## config.mk

```make
export PLATFORM = sky130hd
export DESIGN_NAME = serial_subtractor_flat
export DESIGN_NICKNAME = d
export VERILOG_FILES = /design/src/rtl/serial_subtractor_if.sv /design/src/rtl/serial_subtractor.sv /design/src/flat_wrapper.sv
export SDC_FILE = /design/constraint.sdc
export NUM_CORES = 1
export LEC_CHECK = 0
export BUFFER_PORTS_ARGS = -buffer_cell sky130_fd_sc_hd__clkbuf_2
export CORE_MARGIN = 2
export CORE_UTILIZATION = 50
export CTS_CLUSTER_DIAMETER = 150
export DETAILED_ROUTE_END_ITERATION = 8
export GPL_TIMING_DRIVEN = 0
export PLACE_DENSITY = 0.76
export REMOVE_ABC_BUFFERS = 1
export SLEW_MARGIN = 0
export SYNTH_ARGS = -nofsm -noshare
export SYNTH_HDL_FRONTEND = slang
export SYNTH_SLANG_ARGS = --single-unit
```

## constraint.sdc

```tcl
create_clock -name clk -period 2.3 [get_ports clk]
set_clock_uncertainty 0.15 [all_clocks]
set_input_delay 0.23 -clock clk [delete_from_list [all_inputs] [get_ports clk]]
set_output_delay 0.23 -clock clk [all_outputs]
set_load 0.05 [all_outputs]
```

## src/rtl/serial_subtractor_if.sv

```systemverilog
// serial_subtractor_if: start/ready/done bundle for the bit-serial subtractor.
// The ovf wire exists only when SERIAL_SUB_OVF_EN is defined.
interface serial_subtractor_if #(
  parameter int WIDTH = 8
);
  logic             start;
  logic [WIDTH-1:0] a;
  logic [WIDTH-1:0] b;
  logic             bin;
  logic             ready;
  logic             done;
  logic [WIDTH-1:0] diff;
  logic             bout;
`ifdef SERIAL_SUB_OVF_EN
  logic             ovf;

  modport master (
    output start, a, b, bin,
    input  ready, done, diff, bout, ovf
  );

  modport slave (
    input  start, a, b, bin,
    output ready, done, diff, bout, ovf
  );
`else
  modport master (
    output start, a, b, bin,
    input  ready, done, diff, bout
  );

  modport slave (
    input  start, a, b, bin,
    output ready, done, diff, bout
  );
`endif
endinterface

```

## src/rtl/serial_subtractor.sv

```systemverilog
// serial_subtractor: diff = a - b - bin, LSB first, one full-adder cell.
// Define SERIAL_SUB_OVF_EN to add the signed-overflow output ovf.
module serial_subtractor #(
  parameter int WIDTH = 8
) (
  input logic               clk,
  input logic               rst_n,
  serial_subtractor_if.slave sub
);

  localparam int CW = $clog2(WIDTH);

  typedef enum logic [1:0] {
    IDLE,
    SHIFT,
    DONE
  } state_t;

  state_t           state;
  logic [WIDTH-1:0] a_sh;
  logic [WIDTH-1:0] nb_sh;
  logic             c;
  logic [CW-1:0]    cnt;
  logic             ready_q;
  logic             done_q;
  logic [WIDTH-1:0] diff_q;
  logic             bout_q;
`ifdef SERIAL_SUB_OVF_EN
  logic             ovf_q;
`endif

  logic s;
  logic cn;
  logic last;

  // The single full-adder cell: a + ~b + carry, bit by bit.
  always_comb begin
    s    = a_sh[0] ^ nb_sh[0] ^ c;
    cn   = (a_sh[0] & nb_sh[0]) |
           (a_sh[0] & c) |
           (nb_sh[0] & c);
    last = (cnt == CW'(WIDTH - 1));
  end

  // Control FSM and datapath registers; all outputs registered.
  always_ff @(posedge clk or negedge rst_n) begin
    if (!rst_n) begin
      state   <= IDLE;
      a_sh    <= '0;
      nb_sh   <= '0;
      c       <= 1'b0;
      cnt     <= '0;
      ready_q <= 1'b1;
      done_q  <= 1'b0;
      diff_q  <= '0;
      bout_q  <= 1'b0;
`ifdef SERIAL_SUB_OVF_EN
      ovf_q   <= 1'b0;
`endif
    end else begin
      unique case (state)
        IDLE: begin
          if (sub.start) begin
            a_sh    <= sub.a;
            nb_sh   <= ~sub.b;
            c       <= ~sub.bin;
            cnt     <= '0;
            ready_q <= 1'b0;
            state   <= SHIFT;
          end
        end
        SHIFT: begin
          a_sh   <= {1'b0, a_sh[WIDTH-1:1]};
          nb_sh  <= {1'b0, nb_sh[WIDTH-1:1]};
          c      <= cn;
          diff_q <= {s, diff_q[WIDTH-1:1]};
          cnt    <= cnt + CW'(1);
          if (last) begin
            bout_q <= ~cn;
`ifdef SERIAL_SUB_OVF_EN
            ovf_q  <= c ^ cn;
`endif
            done_q <= 1'b1;
            state  <= DONE;
          end
        end
        DONE: begin
          done_q  <= 1'b0;
          ready_q <= 1'b1;
          state   <= IDLE;
        end
        default: begin
          done_q  <= 1'b0;
          ready_q <= 1'b1;
          state   <= IDLE;
        end
      endcase
    end
  end

  assign sub.ready = ready_q;
  assign sub.done  = done_q;
  assign sub.diff  = diff_q;
  assign sub.bout  = bout_q;
`ifdef SERIAL_SUB_OVF_EN
  assign sub.ovf   = ovf_q;
`endif

endmodule
```

## src/flat_wrapper.sv

```systemverilog
// flat-port wrapper written by rule: the top's interface ports become plain ports
module serial_subtractor_flat 
#(
  parameter int WIDTH = 8
)
  (clk, rst_n, sub_start, sub_a, sub_b, sub_bin, sub_ready, sub_done, sub_diff, sub_bout);
  serial_subtractor_if #(.WIDTH(WIDTH)) sub_i ();
  input logic clk;
  input logic rst_n;
  input wire logic [$bits(sub_i.start)-1:0] sub_start;
  input wire logic [$bits(sub_i.a)-1:0] sub_a;
  input wire logic [$bits(sub_i.b)-1:0] sub_b;
  input wire logic [$bits(sub_i.bin)-1:0] sub_bin;
  output wire logic [$bits(sub_i.ready)-1:0] sub_ready;
  output wire logic [$bits(sub_i.done)-1:0] sub_done;
  output wire logic [$bits(sub_i.diff)-1:0] sub_diff;
  output wire logic [$bits(sub_i.bout)-1:0] sub_bout;
  assign sub_i.start = sub_start;
  assign sub_i.a = sub_a;
  assign sub_i.b = sub_b;
  assign sub_i.bin = sub_bin;
  assign sub_ready = sub_i.ready;
  assign sub_done = sub_i.done;
  assign sub_diff = sub_i.diff;
  assign sub_bout = sub_i.bout;
  serial_subtractor #(.WIDTH(WIDTH)) u_core (.clk(clk), .rst_n(rst_n), .sub(sub_i));
endmodule
```

Word level (Yosys, flattened, before mapping)
Cells that the tools add are included.
- register bits: 33
- latch bits: 0
- bits in writable memories: 0
- ROM bits: 0
- input port bits: 20
- output and inout port bits: 11
- logic and storage cells: 48
- memories kept: 0
- $add $sub $neg: 1
- $mul: 0
- div/mod/pow operators: 0
- magnitude comparators: 0
- eq/ne operators: 4
- shift operators: 0
- multiplexer cells: 15
- bitwise operators: 12
- reductions and logical operators: 7
- operators with widths (operator ; count):
    8-bit one-hot mux with 2 select lines ; 2
    8-bit two-way mux ; 2
    2-bit AND reduction ; 5
    8-bit NOT ; 1
    1-bit one-hot mux with 2 select lines ; 3
    3-bit one-hot mux with 2 select lines ; 1
    2-bit two-way mux ; 2
    1-bit NOT ; 4
    2-bit one-hot mux with 2 select lines ; 1
    3-bit by 1-bit adder with 3-bit output (second input constant) ; 1
    1-bit AND ; 3
    3-bit == test (second input constant) ; 1
    1-bit two-way mux ; 3
    3-bit two-way mux ; 1
    2-bit by 1-bit == test with 1-bit output (second input constant) ; 1
    2-bit logical NOT ; 1
    2-bit by 1-bit != test with 1-bit output (second input constant) ; 1
    2-bit != test (second input constant) ; 1
    1-bit OR ; 2
    2-bit nonzero test ; 1
    1-bit XOR ; 2

Depth between registers and ports, before layout
Gate-level depths: netlist of run 1.
- word-level depth: 4
- mapped depth: 4
- gate-level depth less buffers: 4

Worst setup path before layout of run 1
OpenSTA, ideal clock, no wires.
- path type: flip-flop to flip-flop
- from: register u_core.cnt[0]
- to: register u_core.bout_q, in the netlist u_core.sub.bout
- library setup time: 0.125 ns
- arrival: 1.142 ns
- required time: 2.025 ns
- setup slack: 0.883 ns
- cell stages (with the launch flop): 5
- path buffers: 0
- period minus slack after synthesis: 1.417 ns
- path through: dfrtp_1 ha_1 ha_1 and2_1 mux2_2
- word-level cells in the longest chain between the ends: 2
- RTL lines (item ; RTL line ; text):
    from (decl) ; serial_subtractor.sv:23 ; logic [CW-1:0] cnt;
    from (signal assigned) ; serial_subtractor.sv:77 ; cnt <= cnt + CW'(1);
    3-bit == test ; serial_subtractor.sv:42 ; last = (cnt == CW'(WIDTH - 1));
    2-bit AND reduction (no source line) ; - ;
    to (signal assigned) ; serial_subtractor.sv:79 ; bout_q <= ~cn;
    to (decl) ; serial_subtractor.sv:27 ; logic bout_q;
Every way passes these cells.
A chain may end at the register's enable or synchronous reset.

Worst setup path in the final report of run 1
- from: register u_core.state[1]
- to: register u_core.c
- word-level cells in the longest chain between the ends: 3
- elaborated cells on any way between the ends: 6
- classes of those cells: eq/ne: 2; mux: 1; reduce/logical: 3
- RTL lines (item ; RTL line ; text):
    from (decl) ; serial_subtractor.sv:19 ; state_t state;
    from (signal assigned) ; serial_subtractor.sv:48 ; state <= IDLE;
    from (signal assigned) ; serial_subtractor.sv:69 ; state <= SHIFT;
    from (signal assigned) ; serial_subtractor.sv:84 ; state <= DONE;
    2-bit by 1-bit == test with 1-bit output / 2-bit logical NOT (equally long branches) ; serial_subtractor.sv:61 ; unique case (state)
    2-bit nonzero test (no source line) / 2-bit != test (equally long branches) ; - ;
    2-bit AND reduction (no source line) ; - ;
    to (signal assigned) ; serial_subtractor.sv:66 ; c <= ~sub.bin;
    to (signal assigned) ; serial_subtractor.sv:75 ; c <= cn;
    to (decl) ; serial_subtractor.sv:22 ; logic c;
Several ways; a longest one is shown, not always the timed one.

==> results of run 1 <==
## flip-flops by register name (all words and copies together) (netlist names)
name and flops:
u_core.a_sh 8, u_core.nb_sh 8, u_core.sub.diff 8, u_core.cnt 3, u_core.state 2, u_core.c 1
u_core.sub.bout 1, u_core.sub.done 1, u_core.sub.ready 1
## placed cells by master, fill, tap and decap left out, types with 2 or more instances in the layout
master,count
nor3_1,2
inv_1,5
o22ai_1,7
o31ai_1,2
o21ai_0,2
a21oi_1,8
dfrtp_1,32
a2bb2oi_1,5
nand2_1,26
clkbuf_4,5
dlygate4sd3_1,4
a22o_1,3
nand2b_1,2
nor2b_1,5
o22a_1,6
ha_1,2
nor2_1,3
clkbuf_8,2
o2bb2ai_1,2
clkbuf_2,30
## routing by layer
metal	vias to the layer above	global-route usage, %
li1	545	-
met1	547	23.8
met2	32	34.4
met3	7	7.37
met4	0	11.3
met5	-	0
## Yosys cell counts (2+ instances only)
library cell / n
o22ai_1: 7
o22a_1: 6
o21ai_0: 2
nor2_1: 3
nor2b_1: 5
inv_1: 5
o2bb2ai_1: 2
a2bb2oi_1: 5
a21oi_1: 8
ha_1: 2
nor3_1: 2
dfrtp_1: 32
o31ai_1: 2
nand2b_1: 2
nand2_1: 26
buf_2: 6
a22o_1: 3
## power breakdown
part           total [mW]  switching (mW)  internal (mW)
sequential           1.06           0.206          0.856
clock               0.365           0.188          0.177
combinational        1.16           0.729          0.434
total                2.59            1.12           1.47
## cells by family after synthesis
kind of cell / count (synthesis) / share of synthesized area, %
flip-flops: 33 / 57.1
AND/OR/NAND/NOR: 45 / 14.9
adder cells (fa/ha/maj): 3 / 3.11
AO/OA/AOI/OAI: 41 / 20.7
buffers and inverters: 11 / 3.37
multiplexers: 1 / 0.778
## worst max-delay path: stages (launching register included)
cell and delay, ns:
dfrtp_1 0.82, nand2b_1 0.53, o2bb2ai_1 0.14, a211o_1 0.27
## layout make-up
| class | count | share of cell area, % |
|---|---|---|
| tap | 31 | 2.26 |
| clock inverter | 1 | 0.292 |
| inverter | 5 | 1.09 |
| timing repair buffer | 34 | 11.1 |
| clock buffer | 7 | 3.79 |
| multi-input combinational | 90 | 33.3 |
| sequential | 33 | 48.2 |
## what timing repair did
action                    CTS  global route
setup buffers               0             0
hold endpoints to repair   35             0
hold buffers                4             0
## how the worst max path moves through the flow
stage / startpoint / end / slack, ns / cells after the start
finish: u_core.state[1] / u_core.c / 0.27 / 3
global route: u_core.state[0] / u_core.sub.bout / 0.13 / 3
CTS: u_core.state[1] / u_core.c / 0.27 / 3
detailed placement: u_core.state[1] / u_core.c / 0.30 / 3
global placement: u_core.state[1] / u_core.c / 0.35 / 3
floorplan: u_core.state[1] / u_core.sub.bout / 0.62 / 3
==> impl_metrics.yaml, run 1 <==
placement:
  place_area_mm2: 0.00161
  numPortBuffers: 30
  place_inst: 189
  post-place-ws_ns: 0.297
  gp_congestion: 0.714
  hpwl_um: 2080
clock_tree:
  clock_sinks: 33
  numCtsBuffers: 5
  clkSlewWorstSetupHoldPaths_ns: 0.10
  insertion_delay_ns: 0.34
  h-tree-depth: 2
  clock_path_buffers: 2
  cts_resized: 0
  root_buffer: "clkbuf_4"
  cts_tree: "done"
worst_setup_path:
  ff2ff_path_depth: 3
  endpoint_kind: "flop"
  cp.arrival_ns: 2.11
  path_class: "reg2reg"
  r2r_end: "u_core.c"
  rr_startpoint: "u_core.state[1]"
  critPathLaunchType: "flop"
  critPathRequiredTime_ns: 2.38
  cp_max_fo: 22
  reg2reg_slack_ns: 0.27
pwr:
  power.total_mw: 2.59
  leakagePower_nw: 0.847
  vdd.ir_drop.worst_mv: 0.991
  power_density_mw_per_mm2: 1510
floorplan:
  num_rows: 19
  die_h_um: 57.8
  die-area_mm2: 0.00334
  core_area_mm2: 0.00276
  initial_utilization_pct: 52.5
  die_x_um: 57.8
  pin_count: 31
cells_and_area:
  seqCellArea_um2: 827
  area_delta_synth_final_pct: 18.6
  n_antenna_cell: 0
  instances_no_fill: 201
  multi_input_comb_area_um2: 572
  final_util_pct: 62.3
  final_cell_area_mm2: 0.00172
  drive_gt1_share_pct: 26.5
  num-nets-final: 192
  fill_cells: 242
routing:
  route.detailed.drc: 0
  vias: 1131
  avgViaCountPerCell: 5.63
  route.met2.wl_um: 1460
  dr.pass1.iters: 4
  wl_met3_um: 163
  top_layer: "met4"
  drt_iter0_drc: 48
  routed_wl_um: 2970
  routedLengthMet1_um: 1270
  ant_nets: 0
  post_drt_wl_per_cell_um: 14.8
global_routing:
  grt_pass1_wl_um: 4970
  grt_pass1_vias: 1084
  grtUsageTotal_pct: 20.9
  overflow: 0
  grt_antenna_before_repair: 0
  grt_max_degree: 34
synthesis:
  ys_seq_area_share_pct: 57.1
  syn_avg_cell_area_um2: 10.8
  yosysWarnings: 0
  synth_top_cell_area_share_pct: 55.3
  ys_ff_latch: 33
  yosysTopAreaCell: "dfrtp_1"
  synthFlopType: "dfrtp_1"
  synth.area.top_cells: "dfrtp_1, nand2_1, o22a_1"
  synth_cells: 134
  syn_area_mm2: 0.00145
  ys_async_sr_fraction_pct: 100
  synth_edf_count: 0
  ys_types: 33
hold_path:
  hold_path_depth: 3
  hold_start: "sub_a[5]"
  min_to: "u_core.a_sh[5]"
  hp-class: "in2reg"
sta:
  tightest_slew_ns: 0.798
  rsz0062_at_grt: "no"
  fin_ws_ns: 0.272
  timing.final.crit_share_pct: 88.2
  tns_ns: 0
  final_max_slew_viol_count: 0
  fmax_mhz: 493
  final-hold-violation-count: 0
  slew_headroom_pct: 46.8
  setup_viol: 0
  whs_ns: 0.0269
  fin_crit_ns: 2.03
job:
  max-cap-violations: 0
status:
  status: "finished, final reports clean"
Note: power is estimated with default switching activity, not from simulation.
==> inputs of run 2 (changes only) <==
--- a/config.mk
+++ b/config.mk
@@ -12,7 +12,6 @@
 export DETAILED_ROUTE_END_ITERATION = 8
 export GPL_TIMING_DRIVEN = 0
 export PLACE_DENSITY = 0.76
-export REMOVE_ABC_BUFFERS = 1
 export SLEW_MARGIN = 0
 export SYNTH_ARGS = -nofsm -noshare
 export SYNTH_HDL_FRONTEND = slang
==> impl_metrics.yaml, run 2 (synthesized netlist as in run 1, its figures left out) <==
routing:
  drt_iter0_drc: 46
  routed_wl_um: 2930
  avgViaCountPerCell: 5.54
  dr.pass1.iters: 4
  post_drt_wl_per_cell_um: 14.2
  vias: 1147
  ant_nets: 0
  route.detailed.drc: 0
sta:
  whs_ns: 0.0395
  slew_headroom_pct: 47.0
  setup_viol: 0
  timing.final.crit_share_pct: 66.5
  fin_ws_ns: 0.770
  final-hold-violation-count: 0
  tightest_slew_ns: 0.795
  fin_crit_ns: 1.53
  fmax_mhz: 654
  rsz0062_at_grt: "no"
  final_max_slew_viol_count: 0
  tns_ns: 0
worst_setup_path:
  cp_top_family: "flip-flops"
  rr_startpoint: "u_core.cnt[0]"
  endpoint_kind: "output pin"
  ff2ff_path_depth: 4
  r2r_end: "u_core.sub.bout"
  critPathRequiredTime_ns: 1.92
  crit_buf_inv: 1
  cp_max_fo: 2
  slowest_delay_ns: 0.55
  cp.arrival_ns: 1.15
  critPathLaunchType: "flop"
  path_class: "reg2out"
  reg2reg_slack_ns: 0.79
  crit_slowest_cell: "dfstp_2"
  worstPathCellList: "clkbuf_2"
pwr:
  power_density_mw_per_mm2: 1490
  swShare_pct: 43.3
  clkPwrFrac_pct: 12.8
  vdd.ir_drop.worst_mv: 1.02
  p_sw_mw: 1.12
  p_int_mw: 1.47
  leakagePower_nw: 0.866
  comb_power_share_pct: 47.1
  p_seq_share_pct: 40.1
clock_tree:
  cts_resized: 0
  clkSlewWorstSetupHoldPaths_ns: 0.09
  clock_path_buffers: 2
  cts_tree: "done"
  h-tree-depth: 2
  root_buffer: "clkbuf_4"
  post_cts_buffers: 0
  clock_sinks: 33
  insertion_delay_ns: 0.33
  numCtsBuffers: 5
  postCtsHoldBufs: 4
global_routing:
  grt_pass1_vias: 1176
  overflow: 0
  grt_antenna_before_repair: 0
  grt_max_degree: 34
  grt_pass1_wl_um: 5200
  grtUsageTotal_pct: 21.1
cells_and_area:
  fill_cells: 259
  layout_commonest_cell: "dfrtp_1"
  layout_common_cells: "dfrtp_1, clkbuf_2, nand2_1"
  drive_gt1_share_pct: 27.8
  area_delta_synth_final_pct: 19.9
  n_antenna_cell: 0
  num-nets-final: 198
hold_path:
  min_to: "u_core.a_sh[3]"
  hold_path_depth: 3
  hold_start: "sub_a[3]"
  hp-class: "in2reg"
status:
  status: "finished, final reports clean"
job:
  max-cap-violations: 0
floorplan:
  die_x_um: 57.8
  initial_utilization_pct: 52.5
  core_area_mm2: 0.00276
  pin_count: 31
  die-area_mm2: 0.00334
  num_rows: 19
  die_h_um: 57.8
placement:
  post-place-ws_ns: 0.789
  hpwl_um: 2100
  gp_congestion: 0.748
  numPortBuffers: 30
synthesis:
  syn_nets: 157
-- run 2: final cells by class --
class	count	area [um^2]	area share (%)
multi-input combinational	90	572	32.9
sequential	33	827	47.7
inverter	5	18.8	1.08
buffer	6	30.0	1.73
timing repair buffer	34	190	11.0
tap	31	38.8	2.24
clock buffer	8	58.8	3.39
-- run 2: worst max-delay path by stage --
stage | endpoint | slack (ns) | from | cells after the start
floorplan | u_core.sub.bout | 0.88 | u_core.cnt[0] | 4
global placement | u_core.sub.bout | 0.81 | u_core.cnt[0] | 4
detailed placement | u_core.sub.bout | 0.79 | u_core.cnt[0] | 4
CTS | sub_ready | 0.75 | u_core.sub.ready | 1
global route | u_core.sub.bout | 0.71 | u_core.cnt[0] | 4
finish | sub_ready | 0.77 | u_core.sub.ready | 1
-- run 2: through the flow --
| stage | std cells | cell area (um^2) | utilization (%) | total power [mW] |
|---|---|---|---|---|
| floorplan | 134 | 1450 | - | 1.97 |
| global placement | 195 | 1640 | 59.3 | 2.21 |
| detailed placement | 195 | 1640 | 59.3 | 2.28 |
| CTS | 207 | 1740 | 62.9 | 2.62 |
| global route | 207 | 1740 | 62.9 | 2.80 |
| finish | 207 | 1740 | 62.9 | 2.59 |
-- run 2: power groups by stage --
| stage | sequential, mW | combinational [mW] | clock (mW) |
|---|---|---|---|
| 2_1_floorplan | 1.31 | 0.659 | 0 |
| 3_3_place_gp | 1.03 | 1.18 | 0 |
| 3_5_place_dp | 1.05 | 1.23 | 0 |
| 4_1_cts | 1.04 | 1.23 | 0.348 |
| 5_1_grt | 1.07 | 1.36 | 0.372 |
| 6_report | 1.04 | 1.22 | 0.332 |
-- run 2: routing by layer --
layer	GRT usage [%]	part of all wire [%]
met4	8.31	1.2
met5	0	0
met1	25.0	42
met2	35.2	51
met3	7.14	6.0
